[src/rtl/wb_ccff_loader.sv]
// wb_ccff_loader: Wishbone slave that buffers 32-bit bitstream words in a FIFO
// and shifts them MSB-first onto the fabric configuration chain. It generates
// its own prog_clk and captures the chain tail so the chain can be read back.
//
// Ports:
//   wb_clk_i, wb_rst_ni      clock, synchronous active-low reset
//   wbs_*                    Wishbone slave (adr[3:2] selects CTRL/DATA/CFG/TAIL)
//   prog_clk_o, ccff_head_o  registered configuration clock and serial data
//   ccff_tail_i              chain tail, sampled once per prog_clk rising edge
//   prog_reset_o             software-controlled configuration reset level
//   irq_o                    follows the sticky done flag
module wb_ccff_loader #(
    parameter int unsigned FIFO_DEPTH = 8,
    parameter int unsigned DIV_W      = 8,
    parameter int unsigned LEN_W      = 20
) (
    input  logic        wb_clk_i,
    input  logic        wb_rst_ni,
    input  logic        wbs_stb_i,
    input  logic        wbs_cyc_i,
    input  logic        wbs_we_i,
    input  logic [3:0]  wbs_sel_i,
    input  logic [31:0] wbs_adr_i,
    input  logic [31:0] wbs_dat_i,
    output logic        wbs_ack_o,
    output logic [31:0] wbs_dat_o,
    output logic        prog_clk_o,
    output logic        ccff_head_o,
    input  logic        ccff_tail_i,
    output logic        prog_reset_o,
    output logic        irq_o
);

    localparam int unsigned PTR_W   = $clog2(FIFO_DEPTH);
    localparam int unsigned LVL_W   = PTR_W + 1;
    localparam int unsigned LEN_LSB = 8;

    typedef enum logic [2:0] {
        ST_IDLE,
        ST_LOAD,
        ST_SHIFT_LO,
        ST_SHIFT_HI,
        ST_DONE
    } state_t;

    state_t             state_q, state_nxt;
    logic               ack_q;
    logic [31:0]        dat_q;
    logic [DIV_W-1:0]   div_q;
    logic [LEN_W-1:0]   len_q;
    logic [31:0]        tail_q;
    logic               done_q, ovf_q, preset_q;
    logic [31:0]        fifo_mem [FIFO_DEPTH];
    logic [PTR_W-1:0]   wr_ptr_q, rd_ptr_q;
    logic [LVL_W-1:0]   level_q;
    logic [31:0]        shreg_q, shreg_nxt;
    logic [4:0]         bitcnt_q, bitcnt_nxt;
    logic [LEN_W-1:0]   remaining_q, remaining_nxt;
    logic [DIV_W-1:0]   phase_cnt_q, phase_cnt_nxt;
    logic               pclk_q, head_q, hi_entry_q;

    // Bus decode; writes take effect on the edge that ends the ack cycle
    logic        bus_req, wr_commit, busy, empty, full;
    logic        ctrl_wr, data_wr, cfg_wr, start, abort, clr_flags;
    logic        pop, push_ok, done_set;
    logic [31:0] status_word, cfg_img, cfg_mask, cfg_new, rd_mux;
    logic        unused_bits;

    assign bus_req   = wbs_stb_i & wbs_cyc_i;
    assign wr_commit = bus_req & ack_q & wbs_we_i;
    assign busy      = (state_q == ST_LOAD) || (state_q == ST_SHIFT_LO) || (state_q == ST_SHIFT_HI);
    assign empty     = (level_q == '0);
    assign full      = (level_q == LVL_W'(FIFO_DEPTH));

    assign ctrl_wr   = wr_commit && (wbs_adr_i[3:2] == 2'd0);
    assign data_wr   = wr_commit && (wbs_adr_i[3:2] == 2'd1);
    assign cfg_wr    = wr_commit && (wbs_adr_i[3:2] == 2'd2) && !busy;
    assign start     = ctrl_wr & wbs_dat_i[0];
    assign abort     = ctrl_wr & wbs_dat_i[1];
    assign clr_flags = ctrl_wr & wbs_dat_i[2];

    // A full FIFO still accepts a word when a pop frees a slot in the same cycle
    assign push_ok = data_wr && !abort && (!full || pop);

    assign status_word = {18'd0, empty, full, 4'(level_q), 4'd0, preset_q, ovf_q, done_q, busy};
    assign cfg_img     = 32'(div_q) | (32'(len_q) << LEN_LSB);
    assign cfg_mask    = {{8{wbs_sel_i[3]}}, {8{wbs_sel_i[2]}}, {8{wbs_sel_i[1]}}, {8{wbs_sel_i[0]}}};
    assign cfg_new     = (cfg_img & ~cfg_mask) | (wbs_dat_i & cfg_mask);
    assign unused_bits = ^{wbs_adr_i[31:4], wbs_adr_i[1:0]};

    always_comb begin
        rd_mux = 32'd0;
        case (wbs_adr_i[3:2])
            2'd0:    rd_mux = status_word;
            2'd2:    rd_mux = cfg_img;
            2'd3:    rd_mux = tail_q;
            default: rd_mux = 32'd0;
        endcase
    end

    // FSM state register
    always_ff @(posedge wb_clk_i) begin
        if (!wb_rst_ni) state_q <= ST_IDLE;
        else            state_q <= state_nxt;
    end

    // FSM next state and shift datapath
    always_comb begin
        state_nxt     = state_q;
        pop           = 1'b0;
        done_set      = 1'b0;
        shreg_nxt     = shreg_q;
        bitcnt_nxt    = bitcnt_q;
        remaining_nxt = remaining_q;
        phase_cnt_nxt = phase_cnt_q;
        case (state_q)
            ST_IDLE: begin
                if (start) begin
                    if (len_q != '0) begin
                        state_nxt     = ST_LOAD;
                        remaining_nxt = len_q;
                    end else begin
                        done_set = 1'b1;
                    end
                end
            end
            ST_LOAD: begin
                // Underrun simply waits here with prog_clk low
                if (!empty) begin
                    pop           = 1'b1;
                    shreg_nxt     = fifo_mem[rd_ptr_q];
                    bitcnt_nxt    = 5'd31;
                    phase_cnt_nxt = div_q;
                    state_nxt     = ST_SHIFT_LO;
                end
            end
            ST_SHIFT_LO: begin
                if (phase_cnt_q == '0) begin
                    phase_cnt_nxt = div_q;
                    state_nxt     = ST_SHIFT_HI;
                end else begin
                    phase_cnt_nxt = phase_cnt_q - DIV_W'(1);
                end
            end
            ST_SHIFT_HI: begin
                if (phase_cnt_q == '0) begin
                    remaining_nxt = remaining_q - LEN_W'(1);
                    shreg_nxt     = {shreg_q[30:0], 1'b0};
                    if (remaining_q == LEN_W'(1)) begin
                        state_nxt = ST_DONE;
                        done_set  = 1'b1;
                    end else if (bitcnt_q == 5'd0) begin
                        state_nxt = ST_LOAD;
                    end else begin
                        bitcnt_nxt    = bitcnt_q - 5'd1;
                        phase_cnt_nxt = div_q;
                        state_nxt     = ST_SHIFT_LO;
                    end
                end else begin
                    phase_cnt_nxt = phase_cnt_q - DIV_W'(1);
                end
            end
            ST_DONE: state_nxt = ST_IDLE;
            default: state_nxt = ST_IDLE;
        endcase
        if (abort) begin
            state_nxt = ST_IDLE;
            pop       = 1'b0;
            done_set  = 1'b0;
        end
    end

    // FIFO storage (no reset needed; validity tracked by level)
    always_ff @(posedge wb_clk_i) begin
        if (wb_rst_ni && push_ok) fifo_mem[wr_ptr_q] <= wbs_dat_i;
    end

    // Registers, FIFO pointers and registered outputs
    always_ff @(posedge wb_clk_i) begin
        if (!wb_rst_ni) begin
            ack_q       <= 1'b0;
            dat_q       <= 32'd0;
            div_q       <= '0;
            len_q       <= '0;
            tail_q      <= 32'd0;
            done_q      <= 1'b0;
            ovf_q       <= 1'b0;
            preset_q    <= 1'b0;
            wr_ptr_q    <= '0;
            rd_ptr_q    <= '0;
            level_q     <= '0;
            shreg_q     <= 32'd0;
            bitcnt_q    <= 5'd0;
            remaining_q <= '0;
            phase_cnt_q <= '0;
            pclk_q      <= 1'b0;
            head_q      <= 1'b0;
            hi_entry_q  <= 1'b0;
        end else begin
            ack_q <= bus_req & ~ack_q;
            dat_q <= (bus_req && !ack_q && !wbs_we_i) ? rd_mux : 32'd0;

            if (cfg_wr) begin
                div_q <= DIV_W'(cfg_new);
                len_q <= LEN_W'(cfg_new >> LEN_LSB);
            end
            if (ctrl_wr) preset_q <= wbs_dat_i[3];

            if (done_set)       done_q <= 1'b1;
            else if (clr_flags) done_q <= 1'b0;

            if (data_wr && !abort && !push_ok) ovf_q <= 1'b1;
            else if (clr_flags)                ovf_q <= 1'b0;

            if (abort) begin
                wr_ptr_q <= '0;
                rd_ptr_q <= '0;
                level_q  <= '0;
            end else begin
                if (push_ok) wr_ptr_q <= wr_ptr_q + PTR_W'(1);
                if (pop)     rd_ptr_q <= rd_ptr_q + PTR_W'(1);
                level_q <= level_q + LVL_W'(push_ok) - LVL_W'(pop);
            end

            shreg_q     <= shreg_nxt;
            bitcnt_q    <= bitcnt_nxt;
            remaining_q <= remaining_nxt;
            phase_cnt_q <= phase_cnt_nxt;

            // Outputs follow the next state so they line up with the state they belong to
            pclk_q     <= (state_nxt == ST_SHIFT_HI);
            hi_entry_q <= (state_nxt == ST_SHIFT_HI) && (state_q != ST_SHIFT_HI);
            if (abort)                          head_q <= 1'b0;
            else if (state_nxt == ST_SHIFT_LO)  head_q <= shreg_nxt[31];

            // Sample the tail during the first cycle of prog_clk high
            if (hi_entry_q) tail_q <= {tail_q[30:0], ccff_tail_i};
        end
    end

    assign wbs_ack_o    = ack_q;
    assign wbs_dat_o    = dat_q;
    assign prog_clk_o   = pclk_q;
    assign ccff_head_o  = head_q;
    assign prog_reset_o = preset_q;
    assign irq_o        = done_q;

endmodule

[config.mk]
export PLATFORM = sky130hd
export DESIGN_NAME = wb_ccff_loader
export DESIGN_NICKNAME = d
export VERILOG_FILES = /design/src/rtl/wb_ccff_loader.sv
export SDC_FILE = /design/constraint.sdc
export NUM_CORES = 1
export LEC_CHECK = 0
export BUFFER_PORTS_ARGS = -buffer_cell sky130_fd_sc_hd__buf_2
export CORE_MARGIN = 4
export CORE_UTILIZATION = 55
export DETAILED_ROUTE_END_ITERATION = 10
export PLACE_DENSITY = 0.83
export REMOVE_ABC_BUFFERS = 1
export SLEW_MARGIN = 20
export SYNTH_ARGS = -nofsm -noshare
export SYNTH_HDL_FRONTEND = slang
export SYNTH_SLANG_ARGS = --single-unit
[constraint.sdc]
create_clock -name wb_clk_i -period 9.4 [get_ports wb_clk_i]
set_input_delay 2.35 -clock wb_clk_i [delete_from_list [all_inputs] [get_ports wb_clk_i]]
set_output_delay 2.35 -clock wb_clk_i [all_outputs]
set_load 0.03 [all_outputs]
# --- Word-level counts from Yosys, hierarchy flattened ---
# Memories as Yosys holds them, arrays and structs flattened. A register that Yosys moved wholly into a read port is not among the register bits.
# Index checks and enable logic that the tools add are counted.
word_totals:
  regBits: 177
  mem_bits_rw: 256
  in_bits: 74
  output_inout_bits: 37
  memories: 1
classes:
  addsub: 7
  eq_ne: 19
  muxes: 44
  bitwise_logic: 14
  n_reduce_logical: 37
memory_table:
  columns: ["memory", "words", "width", "rd", "rd_clocked_by_memory_dff", "wr", "line", "source"]
  rows:
  - ["fifo_mem", 8, 32, 1, 1, 1, "53", "logic [31:0] fifo_mem [FIFO_DEPTH];"]
ops:
  columns: ["cell", "n"]
  rows:
  - ["32-bit one-hot mux with 3 select lines", 1]
  - ["32-bit 2-to-1 mux", 2]
  - ["32-bit one-hot mux with 2 select lines", 1]
  - ["20-bit 2-to-1 mux", 3]
  - ["28-bit AND", 2]
  - ["8-bit 2-to-1 mux", 5]
  - ["20-bit one-hot mux with 2 select lines", 1]
  - ["28-bit NOT", 1]
  - ["28-bit OR", 1]
  - ["8-bit by 28-bit OR with 28-bit output", 1]
  - ["3-bit 2-to-1 mux", 9]
  - ["8-bit one-hot mux with 3 select lines", 1]
  - ["20-bit by 1-bit == test with 1-bit output, second input constant", 1]
  - ["5-bit 2-to-1 mux", 4]
  - ["20-bit nonzero test", 1]
  - ["20-bit by 1-bit subtractor with 20-bit output, second input constant", 1]
  - ["1-bit 2-to-1 mux", 13]
  - ["3-bit by 2-bit == test with 1-bit output, second input constant", 4]
  - ["3-bit one-hot mux with 4 select lines", 1]
  - ["1-bit logical AND", 11]
  - ["2-bit inequality test, second input constant", 5]
  - ["5-bit one-hot mux with 2 select lines", 1]
  - ["8-bit logical NOT", 1]
  - ["4-bit AND reduction", 2]
  - ["28 further kinds", 48]

# --- Depth between registers and ports, before layout ---
# Gate-level depths: netlist (run 1).
depth:
  depth_word: 11
  mapped_depth: 14

# --- Least setup slack after synthesis (run 1) ---
# No wires, ideal clock.
synth_path:
  path_type: "input-to-reg"
  start: "input wbs_adr_i[2]"
  end: "memory fifo_mem[2][0] (enable)"
  setup_ps: 461
  arrival_time_ps: 5403
  required_time_ps: 8939
  setup_slack_ps: 3536
  cell_stages: 5
  path_buffers: 1
  path_cell_list: "clkbuf_1 nand3_1 a21oi_2 nand3_1 nor3_1"
synth_between:
  elab_chain_len: 9
  word_cells_on_any_way: 13
synth_rtl:
  columns: ["element", "line", "source"]
  rows:
  - ["start, declared", "23", "input logic [31:0] wbs_adr_i,"]
  - ["2-bit logical NOT", "75", "assign ctrl_wr = wr_commit && (wbs_adr_i[3:2] == 2'd0);"]
  - ["1-bit logical AND", "75", null]
  - ["1-bit AND", "79", "assign abort = ctrl_wr & wbs_dat_i[1];"]
  - ["1-bit 2-to-1 mux or 1-bit logical NOT (tied branches)", "166, 83", null]
  - ["1-bit logical OR or 1-bit logical AND (tied branches)", "83", "assign push_ok = data_wr && !abort && (!full || pop);"]
  - ["1-bit logical AND (*)", "83", null]
  - ["1-bit logical AND (*)", "175", "if (wb_rst_ni && push_ok) fifo_mem[wr_ptr_q] <= wbs_dat_i;"]
  - ["1-bit 2-to-1 mux (*)", "175", null]
  - ["1-bit 2-to-1 mux (not written as such) (*)", "175", null]
  - ["end, declared", "53", null]
# Mark *: on every way between the ends. The rest lies on a longest branch, timed or not.

# --- Final worst setup path (run 1) ---
layout_path:
  start: "input wbs_adr_i[2]"
  end: "memory fifo_mem[2][21] (enable)"
# The elaborated chain is that of the path after synthesis.

==> results of run 1 <==
## routing by layer
layer  part of all wire  vias to the layer above  track usage
met3              0.072                       76       0.0382
li1                   -                     5009            -
met5                  0                        -            0
met2               0.50                      456        0.373
met1               0.40                     5486        0.295
met4              0.023                        0       0.0607
## synth_stat cells (5+ instances only)
cell	number	area (um^2)
o211ai_1	8	60.1
nor4_1	8	50.1
xor2_1	5	43.8
o21a_1	9	67.6
inv_1	18	67.6
buf_1	10	37.5
nor2_1	116	435
nand3_1	46	230
a21boi_1	15	113
nand2_1	93	349
mux4_2	64	1440
ha_1	14	175
dfxtp_1	180	3600
o21ai_0	25	125
a221oi_1	30	263
nor3_1	14	70.1
nor3b_1	5	37.5
nor2b_1	66	413
clkbuf_1	44	165
o21ai_1	6	30.0
and3_1	8	50.1
mux2i_1	95	951
buf_2	23	115
edfxtp_1	256	7690
a21boi_0	34	255
a21oi_1	34	170
nand2b_1	5	31.3
## where the power goes
part           internal [mW]  leakage [nW]  switching (mW)  total [mW]
clock network           1.00         0.684           0.711        1.71
registers               2.02          3.75        0.000493        2.02
logic                 0.0174          2.08          0.0414      0.0588
## worst max-delay path: stages
cell and delay, ns:
buf_2 0.74, nand3_1 0.22, a21oi_2 0.40, nand3_1 0.40
nor3_4 0.67, buf_4 0.50
## cell families (layout without fill, tap and decap cells)
group | Yosys count | after routing | synth area share
multiplexers | 159 | 159 | 0.135
adder cells (fa/ha/maj) | 15 | 15 | 0.0110
AND/OR/NAND/NOR | 396 | 396 | 0.112
buffers and inverters | 98 | 192 | 0.0234
XOR/XNOR | 9 | 9 | 0.00444
AO/OA/AOI/OAI | 195 | 195 | 0.0792
other | 0 | 4 | 0
flip-flops | 436 | 436 | 0.636
## state kept, by name (all words and copies together) (netlist names), 3 cells and up, named ones only
name,cells
bitcnt_q,5
fifo_mem,256
level_q,4
phase_cnt_q,8
rd_ptr_q,3
remaining_q,20
shreg_q,32
state_q,3
tail_q,32
wbs_dat_o,32
wr_ptr_q,3
## through the flow
| stage | worst slack [ns] | util |
|---|---|---|
| after CTS | 4.00 | 0.629 |
| after global routing | 4.07 | 0.630 |
| after global placement | 3.56 | 0.584 |
| final | 4.26 | 0.630 |
| after floorplan | 3.58 | - |
| after detailed placement | 3.44 | 0.584 |
## how the worst max path moves through the flow
stage	to	depth (start not counted)
after floorplan	fifo_mem[2][0]	5
after global placement	fifo_mem[2][21]	6
after detailed placement	fifo_mem[2][21]	6
after CTS	fifo_mem[2][10]	6
after global routing	fifo_mem[2][23]	6
final	fifo_mem[2][21]	6
## layout make-up
type                            instances  share of cell area
Timing Repair Buffer                   98              0.0271
Clock buffer                           56              0.0593
Sequential cell                       436               0.566
Tap cell                              402              0.0252
Antenna cell                            4            0.000501
Inverter                               18             0.00338
Clock inverter                         20              0.0120
Multi-Input combinational cell        774               0.307
==> flow_summary.yaml, run 1 <==
status:
  status: "complete, no violations"
floorplan:
  row_count: 65
  ios: 111
  core_area_um2: 31700
  dieArea_um2: 35200
  die_w_um: 188
  die_y_um: 188
  initial_core_util: 0.560
place:
  gp_congestion: 0.840
  io_buffers: 80
  detailed_place_hpwl_um: 23300
  postPlaceCellArea_um2: 18500
  place_inst: 1728
clock_network:
  cts_hold_buf: 0
  cts_setup_buffers: 0
  clkLatencyLatePin_ns: 0.54
  cts_num_sinks: 436
  cts_tree: "yes"
  ctsResizeCount: 0
  clkTransAtPathRegs_ns: 0.06
  root_buffer: "clkbuf_16"
  h-tree-depth: 2
  cts_max_path_buffers: 3
  cts_buffers: 41
finish:
  regArea_um2: 11300
  final_common_cell: "edfxtp_1"
  multi_input_area_um2: 6120
  post_layout_nonfiller_instances: 1808
  finalInstanceArea_um2: 20000
  final_layout_size_suffix_gt1_frac: 0.189
  fill_cells: 2266
  final_cell_mix: "edfxtp_1, dfxtp_1, nor2_1, mux2i_1, nand2_1"
  area_delta_synth_final_pct: 12.4
  final_nets: 1458
drt:
  drt_pass1_iterations: 5
  wire_per_inst_um: 21.7
  drt_wl_total_um: 39200
  drc_errors: 0
  via_per_inst: 6.10
  drt_iter0_drc: 957
  num_vias: 11000
  ant_nets: 0
timing:
  rsz0062_at_grt: "no"
  fin_hold_ws_ns: 0.487
  tns_ns: 0
  slew_violations: 0
  final.period_utilization: 0.547
  finClkSkew_ns: 0.0152
  hold_violations: 0
  period_minus_slack_ns: 5.14
  worst_pin_slew_ns: 1.02
  max_freq_mhz: 195
  finalSetupViolCount: 0
  max_slew_margin: 0.318
worst_hold_path:
  hold_path_class: "flip-flop to flip-flop"
  worstHoldStart: "tail_q[31]"
  whs_path_depth: 1
  hold-path-endpoint: "wbs_dat_o[31]"
yosys:
  synth_edf_count: 256
  synth_seq_cells: 436
  yosys_warnings: 0
  synthCells: 1308
  synth.cell_area_um2: 17800
  synth_area_per_cell_um2: 13.6
  synth_flop_cell: "edfxtp_1"
  ys_seq_area_frac: 0.636
  ys_types: 72
  async_flop_share: 0
setup_path:
  crit_start: "wbs_adr_i[2]"
  cp-start-kind: "input port"
  r2r_cells: 8
  r2r_setup_slack_ns: 5.87
  required_ns: 9.59
  end_kind: "flip-flop"
  crit_arrival_ns: 5.33
  worstPathMaxFanout: 36
  timing.rr.end: "fifo_mem[2][21]"
  worstReg2RegStart: "level_q[2]"
  path_class: "input port to flip-flop"
grt:
  grt_pass1_wl_um: 62100
  grt_pass1_vias: 11200
  grt-ovfl-total: 0
  grt_util_all_layers: 0.219
  antenna_found_initial: 3
  grt_max_degree: 93
pwr:
  p_per_area_nw_per_um2: 190
  power_mw: 3.79
  leakagePower_nw: 6.52
  vdd_ir_drop_max_mv: 0.155
run:
  drv_cap: 0
No activity file was read; power rests on OpenSTA's default activity.
==> run 2, diff against run 1 <==
--- a/config.mk
+++ b/config.mk
@@ -9,7 +9,7 @@
 export CORE_MARGIN = 4
 export CORE_UTILIZATION = 55
 export DETAILED_ROUTE_END_ITERATION = 10
-export PLACE_DENSITY = 0.83
+export PLACE_DENSITY = 0.86
 export REMOVE_ABC_BUFFERS = 1
 export SLEW_MARGIN = 20
 export SYNTH_ARGS = -nofsm -noshare
==> constraint.sdc (replaced) <==
create_clock -name wb_clk_i -period 4.1 [get_ports wb_clk_i]
set_input_delay 1.025 -clock wb_clk_i [delete_from_list [all_inputs] [get_ports wb_clk_i]]
set_output_delay 1.025 -clock wb_clk_i [all_outputs]
set_load 0.03 [all_outputs]
==> run 2 against run 1 <==
Effect of this change:
- hold slack worse by 0.0022 ns
- core utilization about the same
- largest power group unchanged
- clock-buffer cell count increased by 5
- cell count increased by 0.44%
- sequential cell count unchanged
- register-to-register slack worse by 4.8 ns
- setup slack worse by 3.2 ns
- non-clock buffer count grew 7
- critical path depth rose by 2
- critical path type is now flip-flop to flip-flop
- sequential share of layout area is essentially flat
- sequential power grew 130%
- highest routed layer is now met5
- design area hardly changed
==> flow_summary.yaml, run 2 (synthesized netlist as in run 1, its figures left out) <==
status:
  status: "complete, no violations"
clock_network:
  cts_buffers: 42
  cts_setup_buffers: 0
  cts_max_path_buffers: 3
  cts_num_sinks: 436
  root_buffer: "clkbuf_16"
  ctsResizeCount: 0
  h-tree-depth: 2
  clkTransAtPathRegs_ns: 0.06
  clkLatencyLatePin_ns: 0.54
  cts_hold_buf: 0
  cts_tree: "yes"
drt:
  num_vias: 11200
  via_per_inst: 6.16
  drc_errors: 0
  drt_pass1_iterations: 5
  ant_nets: 0
  wire_per_inst_um: 22.0
  drt_wl_total_um: 40000
  drt_iter0_drc: 1072
place:
  postPlaceCellArea_um2: 18600
  gp_congestion: 0.861
  place_inst: 1735
  io_buffers: 80
  detailed_place_hpwl_um: 24100
run:
  drv_cap: 0
finish:
  area_delta_synth_final_pct: 12.4
  largest_reg_flops: 256
  final_nets: 1466
  final_common_cell: "edfxtp_1"
  final_layout_size_suffix_gt1_frac: 0.189
  post_layout_nonfiller_instances: 1816
  final_cell_mix: "edfxtp_1, dfxtp_1, nor2_1, mux2i_1, nand2_1"
  largest-register: "fifo_mem"
  finalInstanceArea_um2: 20000
setup_path:
  crit_start: "level_q[2]"
  crit_slowest_cell: "buf_4"
  end_kind: "flip-flop"
  worstReg2RegStart: "level_q[2]"
  required_ns: 4.28
  cp_cell_sequence: "inv_1 -> ha_1 -> nor3b_1 -> or3_1 -> a21oi_2 -> nand3_1 -> nor3_2 -> buf_4"
  crit_arrival_ns: 3.24
  worstPathMaxFanout: 24
  path_class: "flip-flop to flip-flop"
  worst-path-buf-inv: 2
  cp-start-kind: "flip-flop"
  cpLargestDelayFamily: "simple AND/OR/NAND/NOR gates"
  slowest_delay_ns: 0.43
timing:
  hold_violations: 0
  finClkSkew_ns: 0.00895
  rsz0062_at_grt: "no"
  slew_violations: 0
  final.period_utilization: 0.745
  finalSetupViolCount: 0
  max_freq_mhz: 327
  worst_pin_slew_ns: 0.984
  period_minus_slack_ns: 3.05
  max_slew_margin: 0.344
floorplan:
  ios: 111
  initial_core_util: 0.560
  die_w_um: 188
  row_count: 65
  die_y_um: 188
  core_area_um2: 31700
  dieArea_um2: 35200
worst_hold_path:
  worstHoldStart: "remaining_q[17]"
  hold_path_class: "flip-flop to flip-flop"
pwr:
  p_per_area_nw_per_um2: 425
  vdd_ir_drop_max_mv: 0.323
  leakagePower_nw: 6.54
  power_mw: 8.48
grt:
  grt_util_all_layers: 0.223
  grt-ovfl-total: 0
  grt_max_degree: 55
  grt_pass1_vias: 11500
  grt_pass1_wl_um: 63100
  antenna_found_initial: 4
run 2: metrics by stage:
step           hold WS, ns  TNS [ns]  utilization  setup slack, ns
5_1_grt              0.502         0        0.629            0.884
6_report             0.485         0        0.629             1.05
2_1_floorplan        0.448    -47.37            -           -0.605
4_1_cts              0.485         0        0.629             1.04
3_5_place_dp         0.468         0        0.587            0.681
3_3_place_gp         0.464         0        0.587            0.714
run 2: layout make-up:
type | count | area [um^2]
fillers | 2218 | 11800
flip-flops and latches | 436 | 11300
multi-input cells | 774 | 6120
clock buffers | 61 | 1230
repair buffers | 105 | 628
well taps | 402 | 503
clock inverters | 17 | 110
inverters | 18 | 67.6
diodes | 3 | 7.51
run 2: final timing paths:
check               endpoint  slack (ns)  cells past startpoint
min reg2reg  remaining_q[17]        0.49                      2
max           fifo_mem[2][6]        1.05                      8
max reg2reg   fifo_mem[2][6]        1.05                      8
min          remaining_q[17]        0.49                      2
run 2: worst reg2reg max path, stage by stage (launching register included):
cell and delay (ns):
dfxtp_1 0.33, inv_1 0.08, ha_1 0.20, nor3b_1 0.18, or3_1 0.42, a21oi_2 0.40
nand3_1 0.38, nor3_2 0.25, buf_4 0.43
run 2: power breakdown:
| group | internal, mW | switching, mW | total [mW] |
|---|---|---|---|
| clock network | 2.14 | 1.57 | 3.72 |
| registers | 4.63 | 0.00111 | 4.63 |
| logic | 0.0408 | 0.0961 | 0.137 |
| total | 6.81 | 1.67 | 8.48 |
run 2: routing by layer:
layer,vias to the layer above,track usage,part of all wire
met5,-,0,0.00017
met4,2,0.0748,0.026
met3,88,0.0324,0.073
met2,512,0.378,0.50
met1,5562,0.300,0.40
li1,5019,-,-
==> run 3, diff against run 2 <==
--- a/config.mk
+++ b/config.mk
@@ -5,11 +5,12 @@
 export SDC_FILE = /design/constraint.sdc
 export NUM_CORES = 1
 export LEC_CHECK = 0
+export ABC_AREA = 1
 export BUFFER_PORTS_ARGS = -buffer_cell sky130_fd_sc_hd__buf_2
 export CORE_MARGIN = 4
 export CORE_UTILIZATION = 55
 export DETAILED_ROUTE_END_ITERATION = 10
-export PLACE_DENSITY = 0.86
+export PLACE_DENSITY = 0.83
 export REMOVE_ABC_BUFFERS = 1
 export SLEW_MARGIN = 20
 export SYNTH_ARGS = -nofsm -noshare
==> constraint.sdc (replaced) <==
create_clock -name wb_clk_i -period 2.9 [get_ports wb_clk_i]
set_input_delay 0.725 -clock wb_clk_i [delete_from_list [all_inputs] [get_ports wb_clk_i]]
set_output_delay 0.725 -clock wb_clk_i [all_outputs]
set_load 0.03 [all_outputs]
==> run 3 against run 2 <==
Effect of this change:
- area after synthesis is 0.58% lower
- combinational power grew 42%
- sequential cell count is the same
- total power is 51% higher
- core utilization grew 1.1 points
- critical path depth grew 4
- non-clock buffer count rose by 10
- largest cell class unchanged
- clock skew is 0.0075 ns higher
- clock power increased by 63%
==> flow_summary.yaml, run 3 <==
status:
  status: "complete, no violations"
worst_hold_path:
  hold_path_class: "input port to flip-flop"
floorplan:
  initial_core_util: 0.558
  core_area_um2: 31600
  dieArea_um2: 35000
  ios: 111
  row_count: 65
  die_w_um: 187
  die_y_um: 187
yosys:
  synth_largest_area_cell: "edfxtp_1"
  ys_types: 40
  synthAdderAreaFrac: 0.0111
  ys_seq_area_frac: 0.639
  ys_top_cells_by_count: "nor2_1, nand2_1, edfxtp_1"
  synth_top_family_by_area: "simple AND/OR/NAND/NOR gates"
  synth-xor-area-share: 0.00397
  yosys_warnings: 0
  synth_most_common_cell: "nor2_1"
  synthMuxAreaShare: 0
  synth.cell_area_um2: 17700
  netlist.area_leader.share: 0.435
  synth_flop_cell: "edfxtp_1"
  synth_area_per_cell_um2: 9.70
  synth-simple-area-share: 0.173
  synth.area.top_cells: "edfxtp_1, dfxtp_1, nor2_1, o21ai_0, nand2_1"
  async_flop_share: 0
  synth_edf_count: 256
  synth-compound-area-share: 0.130
  synth_seq_cells: 436
  synthCells: 1821
timing:
  max_slew_margin: 0.393
  final.period_utilization: 0.920
  rsz0062_at_grt: "no"
  finalSetupViolCount: 0
  period_minus_slack_ns: 2.67
  slew_violations: 0
  max_freq_mhz: 375
  hold_violations: 0
  finClkSkew_ns: 0.0164
  worst_pin_slew_ns: 0.909
  fin_hold_ws_ns: 0.451
  layout_setup_ws_ns: 0.232
setup_path:
  r2r_setup_slack_ns: 0.23
  crit_slowest_cell: "or2_1"
  worstPathMaxFanout: 32
  cp_cell_sequence: "inv_1 -> ha_1 -> nand2_1 -> nand3_1 -> inv_1 -> nand2_1 -> nand2_1 -> nand2_2 -> buf_4 -> or2_1 -> nor2_4 -> buf_12"
  crit_arrival_ns: 2.89
  path_common_cell: "nand2_1"
  cpLargestDelayFamily: "simple AND/OR/NAND/NOR gates"
  end_kind: "flip-flop"
  path_class: "flip-flop to flip-flop"
  worst-path-buf-inv: 4
  slowest_delay_ns: 0.37
  cp-start-kind: "flip-flop"
  required_ns: 3.12
clock_network:
  clkLatencyLatePin_ns: 0.55
  cts_num_sinks: 436
  ctsResizeCount: 0
  cts_setup_buffers: 0
  clkTransAtPathRegs_ns: 0.06
  cts_hold_buf: 0
  cts_tree: "yes"
  root_buffer: "clkbuf_16"
  cts_max_path_buffers: 3
  cts_buffers: 43
  h-tree-depth: 2
run:
  drv_cap: 0
place:
  place_ws_ns: 0.0759
  gp_congestion: 0.903
  io_buffers: 80
  detailed_place_hpwl_um: 26100
  place_inst: 2244
grt:
  grt_max_degree: 129
  grt-ovfl-total: 0
  antenna_found_initial: 2
  grt_util_all_layers: 0.241
  grt_pass1_wl_um: 69400
  grt_pass1_vias: 13700
drt:
  drt_wl_total_um: 43400
  drt_pass1_iterations: 7
  drt_iter0_drc: 1452
  via_per_inst: 5.93
  num_vias: 13800
  drc_errors: 0
  ant_nets: 0
  wire_per_inst_um: 18.7
finish:
  largest_reg_flops: 256
  final_nets: 1976
  area_delta_synth_final_pct: 14.7
  largest-register: "fifo_mem"
  final_cell_mix: "nor2_1, nand2_1, edfxtp_1, o21ai_0, dfxtp_1"
  fill_cells: 2318
  final_layout_size_suffix_gt1_frac: 0.112
  final_common_cell: "nor2_1"
  post_layout_nonfiller_instances: 2324
pwr:
  vdd_ir_drop_max_mv: 0.428
  p_per_area_nw_per_um2: 633
  leakagePower_nw: 7.53
  power_mw: 12.8
==> run 3: changes by cell type after synthesis, moves of 44 or more <==
cell	before	now
nor2b_1	66	0
inv_1	18	85
nand2_1	93	287
o21ai_0	25	221
mux4_2	64	0
mux2i_1	95	0
nor2_1	116	364
a21oi_1	34	78
==> run 3: cells by family (layout without fill, tap and decap cells) <==
family          Yosys count  count (layout)
flops                   436             436
xor+xnor                  8               8
other cells               0               1
compound gates          412             412
fa+ha+maj                15              15
buf+inv                 190             290
simple gates            760             760
==> run 3: worst min-delay path: stages <==
cell and delay [ns]:
buf_2 0.11, nand3_1 0.06, nor2_1 0.05
==> run 3: stage by stage <==
step                       util  setup TNS, ns  cell area [um^2]
after detailed placement  0.591              0             18700
after global routing      0.640              0             20300
after CTS                 0.640              0             20200
final                     0.640              0             20300
after global placement    0.591              0             18700
after floorplan               -        -262.57             17300
==> run 3: worst paths after layout <==
check / from / end / cells after the start
worst max-delay path: level_q[2] / fifo_mem[0][29] / 12
worst min-delay path: wbs_cyc_i / wbs_ack_o / 3
worst max register to register: level_q[2] / fifo_mem[0][29] / 12
worst min register to register: wbs_ack_o / wbs_ack_o / 1
==> run 3: layout make-up <==
cell class | instances | area, um^2 | area share
sequential | 436 | 11300 | 0.558
multi-input combinational | 1195 | 5690 | 0.281
clock buffer | 53 | 1170 | 0.0576
timing repair buffer | 115 | 851 | 0.0420
tap | 402 | 503 | 0.0248
clock inverter | 26 | 388 | 0.0192
inverter | 96 | 360 | 0.0178
antenna | 1 | 2.50 | 0.000124
==> run 3: power breakdown <==
group,total [mW],switching [mW],internal (mW)
clock,6.08,2.32,3.76
sequential,6.54,0.00200,6.54
combinational,0.194,0.151,0.0432
==> run 3: routing by layer <==
metal,vias up,share of wire,GRT usage
met2,670,0.49,0.408
li1,6401,-,-
met3,97,0.078,0.0373
met4,2,0.025,0.0885
met5,-,0.00071,0
met1,6604,0.41,0.318
